File: config.mk
export PLATFORM = sky130hd
export DESIGN_NAME = serial_addsub_ctrl
export DESIGN_NICKNAME = d
export VERILOG_FILES = /design/src/rtl/serial_addsub_ctrl.sv
export SDC_FILE = /design/constraint.sdc
export NUM_CORES = 1
export LEC_CHECK = 0
export CORE_MARGIN = 2
export CORE_UTILIZATION = 40
export CTS_BUF_LIST = sky130_fd_sc_hd__clkbuf_4 sky130_fd_sc_hd__clkbuf_8
export DETAILED_ROUTE_END_ITERATION = 10
export GPL_TIMING_DRIVEN = 0
export PLACE_DENSITY = 0.66
export SYNTH_ARGS = -nofsm -noshare
export SYNTH_HDL_FRONTEND = slang
export SYNTH_SLANG_ARGS = --single-unit
File: constraint.sdc
create_clock -name clk -period 3 [get_ports clk]
set_input_delay 0.6 -clock clk [delete_from_list [all_inputs] [get_ports clk]]
set_output_delay 0.6 -clock clk [all_outputs]
set_load 0.05 [all_outputs]
File: src/rtl/serial_addsub_ctrl.sv
// Bit-serial adder/subtractor sequencer driving an external 1-bit full-adder cell, LSB first.
// done pulses WIDTH+1 edges after the accepted start; start is ignored while busy.
module serial_addsub_ctrl #(
  parameter int WIDTH = 8
) (
  input  logic             clk,
  input  logic             rst,
  input  logic             start,
  input  logic             sub,
  input  logic [WIDTH-1:0] a,
  input  logic [WIDTH-1:0] b,
  output logic             fa_a,
  output logic             fa_b,
  output logic             fa_cin,
  input  logic             fa_s,
  input  logic             fa_c,
  output logic             busy,
  output logic             done,
  output logic [WIDTH-1:0] result,
  output logic             cout,
  output logic             ovf
);

  localparam int CW = $clog2(WIDTH) + 1;
  localparam logic [CW-1:0] LAST = CW'(WIDTH - 1);

  typedef enum logic [1:0] {IDLE, RUN, DONE} state_t;

  state_t           state;
  logic [WIDTH-1:0] a_shift;
  logic [WIDTH-1:0] b_shift;
  logic             sub_q;
  logic             carry;
  logic [CW-1:0]    cnt;

  // Subtraction is a + ~b + 1: invert b per bit and seed the carry with 1.
  assign fa_a   = (state == RUN) & a_shift[0];
  assign fa_b   = (state == RUN) & (b_shift[0] ^ sub_q);
  assign fa_cin = (state == RUN) & carry;

  always_ff @(posedge clk) begin
    if (rst) begin
      state   <= IDLE;
      a_shift <= '0;
      b_shift <= '0;
      sub_q   <= 1'b0;
      carry   <= 1'b0;
      cnt     <= '0;
      result  <= '0;
      cout    <= 1'b0;
      ovf     <= 1'b0;
      busy    <= 1'b0;
      done    <= 1'b0;
    end else begin
      case (state)
        IDLE: begin
          done <= 1'b0;
          if (start) begin
            a_shift <= a;
            b_shift <= b;
            sub_q   <= sub;
            carry   <= sub;
            cnt     <= '0;
            result  <= '0;
            cout    <= 1'b0;
            ovf     <= 1'b0;
            busy    <= 1'b1;
            state   <= RUN;
          end
        end
        RUN: begin
          carry   <= fa_c;
          result  <= (result >> 1) | (WIDTH'(fa_s) << (WIDTH - 1));
          a_shift <= a_shift >> 1;
          b_shift <= b_shift >> 1;
          cnt     <= cnt + 1'b1;
          // carry still holds the carry into the MSB here, fa_c is the carry out of it.
          if (cnt == LAST) begin
            ovf   <= carry ^ fa_c;
            cout  <= fa_c;
            done  <= 1'b1;
            state <= DONE;
          end
        end
        DONE: begin
          done  <= 1'b0;
          busy  <= 1'b0;
          state <= IDLE;
        end
        default: begin
          done  <= 1'b0;
          busy  <= 1'b0;
          state <= IDLE;
        end
      endcase
    end
  end

endmodule

Yosys cells after proc, flatten, opt, wreduce, memory -nomap -nowiden. Index checks and enable logic that the tools add are counted.

Register bits after elaboration: 36. Latch bits: 0. Memory bits (writable): 0. Memory bits (read-only): 0. Input bits: 22. Word-level logic and storage cells: 51. Memories kept: 0.

Add/subtract/negate cells: 1. Multipliers: 0. Divide/modulo/power cells: 0. $lt $le $gt $ge: 0. Eq/ne operators: 4. Shift operators: 0. Mux-type cells: 20. Bitwise operators: 7. Reductions and logical operators: 8.

Operators with widths (number): 8-bit case mux with 2 select lines (3); 8-bit two-way mux (3); 7-bit by 8-bit bitwise OR with 8-bit output (1); 1-bit case mux with 2 select lines (4); 4-bit case mux with 2 select lines (1); 2-bit AND reduction (4); 1-bit two-way mux (5); 4-bit by 1-bit adder with 4-bit output (second input constant) (1); 4-bit by 3-bit equality test with 1-bit output (second input constant) (1); 2-bit two-way mux (2); 4-bit two-way mux (1); 2-bit case mux with 2 select lines (1); 1-bit bitwise AND (3); 3-bit AND reduction (1); 2-bit by 1-bit equality test with 1-bit output (second input constant) (1); 2-bit zero test (1); 2-bit by 1-bit != test with 1-bit output (second input constant) (1); 2-bit != test (second input constant) (1); 2-bit nonzero test (1); 2-bit OR reduction (1); 1-bit bitwise XOR (2); 1-bit NOT (1).

Longest topological paths before layout.
Word-level depth: 3. Mapped depth: 6. Depth with buffers taken out: 4.

Least setup slack after synthesis. OpenSTA, ideal clock, no wires.

Path kind: register to output. From: register state[0]. To: output fa_a. Arrival: 1.268 ns. Required time: 2.400 ns. Slack: 1.132 ns. Stages on the path, launching flop included: 5. Buffers on the path: 2. Cell sequence: dfxtp_1 -> nor2b_1 -> buf_4 -> buf_6 -> and2_1.

Word-level cells in the longest chain between the ends: 2.

Ends and longest elaborated chain: from (decl) (line 29) `state_t state;`; from (signal assigned) (line 43) `state <= IDLE;`; from (signal assigned) (line 68) `state <= RUN;`; from (signal assigned) (line 82) `state <= DONE;`; 2-bit by 1-bit equality test with 1-bit output (line 37) `assign fa_a = (state == RUN) & a_shift[0];`; 1-bit bitwise AND (line 37); to (decl) (line 12) `output logic fa_a,`.

Every way passes these cells.

Worst setup path in the final report.
From: register state[0]. To: output fa_cin.

Word-level cells in the longest chain between the ends: 2.

Ends and longest elaborated chain: 2-bit by 1-bit equality test with 1-bit output (line 39) `assign fa_cin = (state == RUN) & carry;`; 1-bit bitwise AND (line 39); to (decl) (line 14) `output logic fa_cin,`.

Every way passes these cells.

==> results.rst <==
.. list-table::
   :header-rows: 1

   * - Metric
     - Value
   * - Filler cell count in the final layout
     - just under 400
   * - Setup slack at placement
     - between 0.5 and 0.6 ns
   * - Worst Slack Setup Final
     - 0.2041 ns
   * - Maximum clock frequency
     - approximately 0.36 GHz
   * - Global placer's final weighted congestion
     - 0.7679
   * - Antenna-violating nets left
     - 0
   * - Synth cell types
     - 37
   * - Count of maximum capacitance violations
     - 0
   * - Gate count after technology mapping
     - 179
   * - Rel. slew slack
     - 0.6123
   * - Final setup violating endpoints
     - 0
   * - Number of buffers inserted by hold repair at cts
     - 0
   * - Global-route wire length before repair
     - 6851 µm
   * - Seq/Total Area, Yosys
     - 0.4260
   * - Buffers on Ports
     - 34
   * - Crit path required time
     - 2.40 ns
   * - Fraction of layout instances using a drive strength above 1
     - 0.1881
   * - Die ar.
     - 4765 µm²
   * - Multiplexer area fraction after synthesis
     - 0
   * - PostCTS Resize Cnt
     - 0
   * - Critical-path cell with the highest stage delay
     - clkdlybuf4s50_1
   * - Post-synth top area cell
     - dfxtp_1
   * - Fin crit share
     - 0.9320
   * - Largest family of logic cells by synthesized area
     - compound AO/OA/AOI/OAI gates
   * - Initial standard-cell utilization of the core
     - 0.4199
   * - Number of standard cells in the final layout excluding fillers
     - roughly 270
   * - Mapped Area
     - 1692 µm²
   * - Largest stage delay on the critical path
     - about 0.8 ns
   * - Maximum fanout along the worst path
     - 10
   * - Total clock sinks
     - 36
   * - Measured slew at the worst slew-check pin
     - between 0.5 and 0.6 ns
   * - Critical path launch point type
     - flop
   * - Class of the tightest hold or removal check
     - flop to flop
   * - Maximum ir drop on the vdd rail
     - roughly 0.00024 V
   * - Initial DRC count
     - 45
   * - Grt total ovfl
     - 0
   * - CP Cell Sequence
     - nor2b_1, buf_4, buf_6, and2_1, clkdlybuf4s50_1
   * - Power density of the placed cells
     - about 460 nW/µm²
   * - Number of iterations in the first detailed-routing pass
     - 4
   * - Proportion of synthesized flip-flops having asynchronous set or reset
     - 0
   * - Clk root buf
     - clkbuf_8
   * - Die Span Y
     - about 69 µm
   * - Std-Cell Core Area
     - 4029 µm²
   * - Vias in the first global route
     - approximately 1,500
   * - Final layout net count
     - approximately 240
   * - Most common cell in the synthesized netlist
     - dfxtp_1
   * - Result of the run
     - completed
   * - Relative area change from synthesis to final layout
     - 27.88%
   * - Synthesized area divided by synthesized cell count
     - roughly 9.5 µm²
   * - I/O pin count
     - 37
   * - Insertion delay of the later-clocked pin in the worst-skew pair
     - 0.28 ns
   * - Final Slew Violations
     - 0
   * - Kind of end point of the critical path
     - primary output
   * - Remaining routing DRC violations
     - 0
   * - Bufs on Longest Clock Path
     - 2
   * - Number of enable-type register cells in the synthesized netlist
     - 0
   * - Total nets after synthesis
     - 202
   * - Biggest area contributors in the synthesized netlist
     - dfxtp_1, a211oi_2, nor2_1
   * - Hold Path Stages
     - 2
   * - Number of gates on the worst path with buffers counted
     - 5
   * - Leakage power
     - 0.7812 nW
   * - CTS clock-pin slew for the worst setup and hold paths
     - approximately 0.060 ns
   * - Final clock skew
     - 0.006689 ns
   * - Fraction of the mapped netlist area in simple logic gates
     - 0.1916
   * - Wirelength per Cell
     - roughly 15 µm
   * - Final sum of negative setup slack
     - 0 ns
   * - Class of the most critical setup path
     - flop to primary output
   * - Post-DR vias/cell
     - around 5.4
   * - Number of diodes
     - 0
   * - Compound-cell area share of the yosys netlist
     - 0.2766
   * - Overall die width
     - ~70 µm
   * - Synthesized-area fraction occupied by xor and xnor cells
     - 0.01036
   * - Vias post-DR
     - between 1,000 and 1,500
   * - Worst Path Arrival
     - around 2.2 ns
   * - Post-CTS setup-driven buffer insertion count
     - 0
   * - Total power draw
     - just over 1 mW
   * - Number of rows in the core area
     - 23
   * - Footprint of the flip-flops and latches
     - 720.7 µm²
   * - Number of buffers added by the clock tree synthesis step
     - 5
   * - H-tree levels
     - 2
   * - Ranking of synthesized cells by instance count
     - dfxtp_1, nor2_1, o2bb2ai_1
   * - Unrepaired setup endpoints after global routing
     - false
   * - Placed cell count
     - between 200 and 300
   * - Maximum number of pins on one net before global-route repair
     - 11
   * - Adder-cell area share of the yosys netlist
     - 0.007396
   * - HPWL after DPL
     - between 2000 and 3000 µm
   * - Top cell type's share of synthesized area
     - 0.4260
   * - Final hold violation count
     - 0
   * - GRT Overall Usage
     - 0.1767
   * - Most used DFF post-synth
     - dfxtp_1
   * - Initial antenna violation count
     - 0
   * - Number of cells on the worst reg-to-reg path
     - 4
   * - Post-layout minimum cycle time
     - ~2.8 ns
   * - CTS tree
     - done
   * - Wire length after detailed routing
     - a little over 4000 µm
   * - Total of flip-flops plus latches after synthesis
     - 36
   * - Worst path buffer plus inverter count
     - 3
   * - Category of cells accounting for the largest share of critical-path delay
     - buffers and inverters
   * - Yosys warning count
     - 0
   * - Multi-input combinational cell area
     - about 820 µm²
[power breakdown]
part / internal, mW / total, mW / switching, mW
logic: 0.0871 / 0.181 / 0.0937
clock network: 0.149 / 0.302 / 0.153
registers: 0.504 / 0.522 / 0.0188
[final cells by class]
| class | instances | area share |
|---|---|---|
| plain buffers | 16 | 0.06189 |
| clock buffers | 5 | 0.03181 |
| inverters | 4 | 0.006940 |
| multi-input cells | 123 | 0.3800 |
| flip-flops and latches | 36 | 0.3331 |
| well taps | 50 | 0.02892 |
| repair buffers | 34 | 0.1573 |
[worst min-delay path: stages, from the launching register on]
cell,delay [ns]
dfxtp_1,0.31
nand2_1,0.06
o2bb2ai_1,0.06
[cells in the final DEF (no fill, tap or decap), drive strengths merged, types with 3 or more instances in the layout]
master and instances:
a211oi 17, a22oi 10, a31oi 3, buf 14, clkbuf 7, clkdlybuf4s50 34
dfxtp 36, inv 4, nand2 6, nand3 6, nor2 42, nor3 3
o22ai 4, o2bb2ai 12
[per-stage QoR]
step             util  hold slack [ns]  cell area (µm²)
2_1_floorplan       -           0.4490             1692
3_3_place_gp   0.5199           0.4485             2095
3_5_place_dp   0.5199           0.4547             2095
4_1_cts        0.5370           0.4649             2163
5_1_grt        0.5370           0.4772             2163
6_report       0.5370           0.4674             2163
[layer usage]
metal  up-vias  global-route usage  wire, µm
met5         -                   0         0
li1        718                   -         -
met3         6             0.06433       233
met4         0             0.05011        44
met2        37              0.3002      1931
met1       699              0.2089      1834
[flip-flops by register name, indices dropped and copies added (netlist names)]
name / count
busy: 1
state: 2
done: 1
carry: 1
cnt: 4
sub_q: 1
ovf: 1
a_shift: 8
b_shift: 8
cout: 1
result: 8
[worst paths after layout]
| kind | startpoint | to | slack (ns) |
|---|---|---|---|
| worst max-delay path | state[0] | fa_cin | 0.20 |
| worst min-delay path | b_shift[7] | b_shift[7] | 0.47 |
| worst max register to register | state[0] | a_shift[2] | 1.71 |
| worst min register to register | b_shift[7] | b_shift[7] | 0.47 |
[logic make-up after synthesis]
group                      count (synthesis)
and+or+nand+nor                           66
AOI/OAI and AO/OA                         54
DFF                                       36
buffers and inverters                     20
xor gates and xnor gates                   2
adders and majority gates                  1
Note: power is estimated with default switching activity, not from simulation.
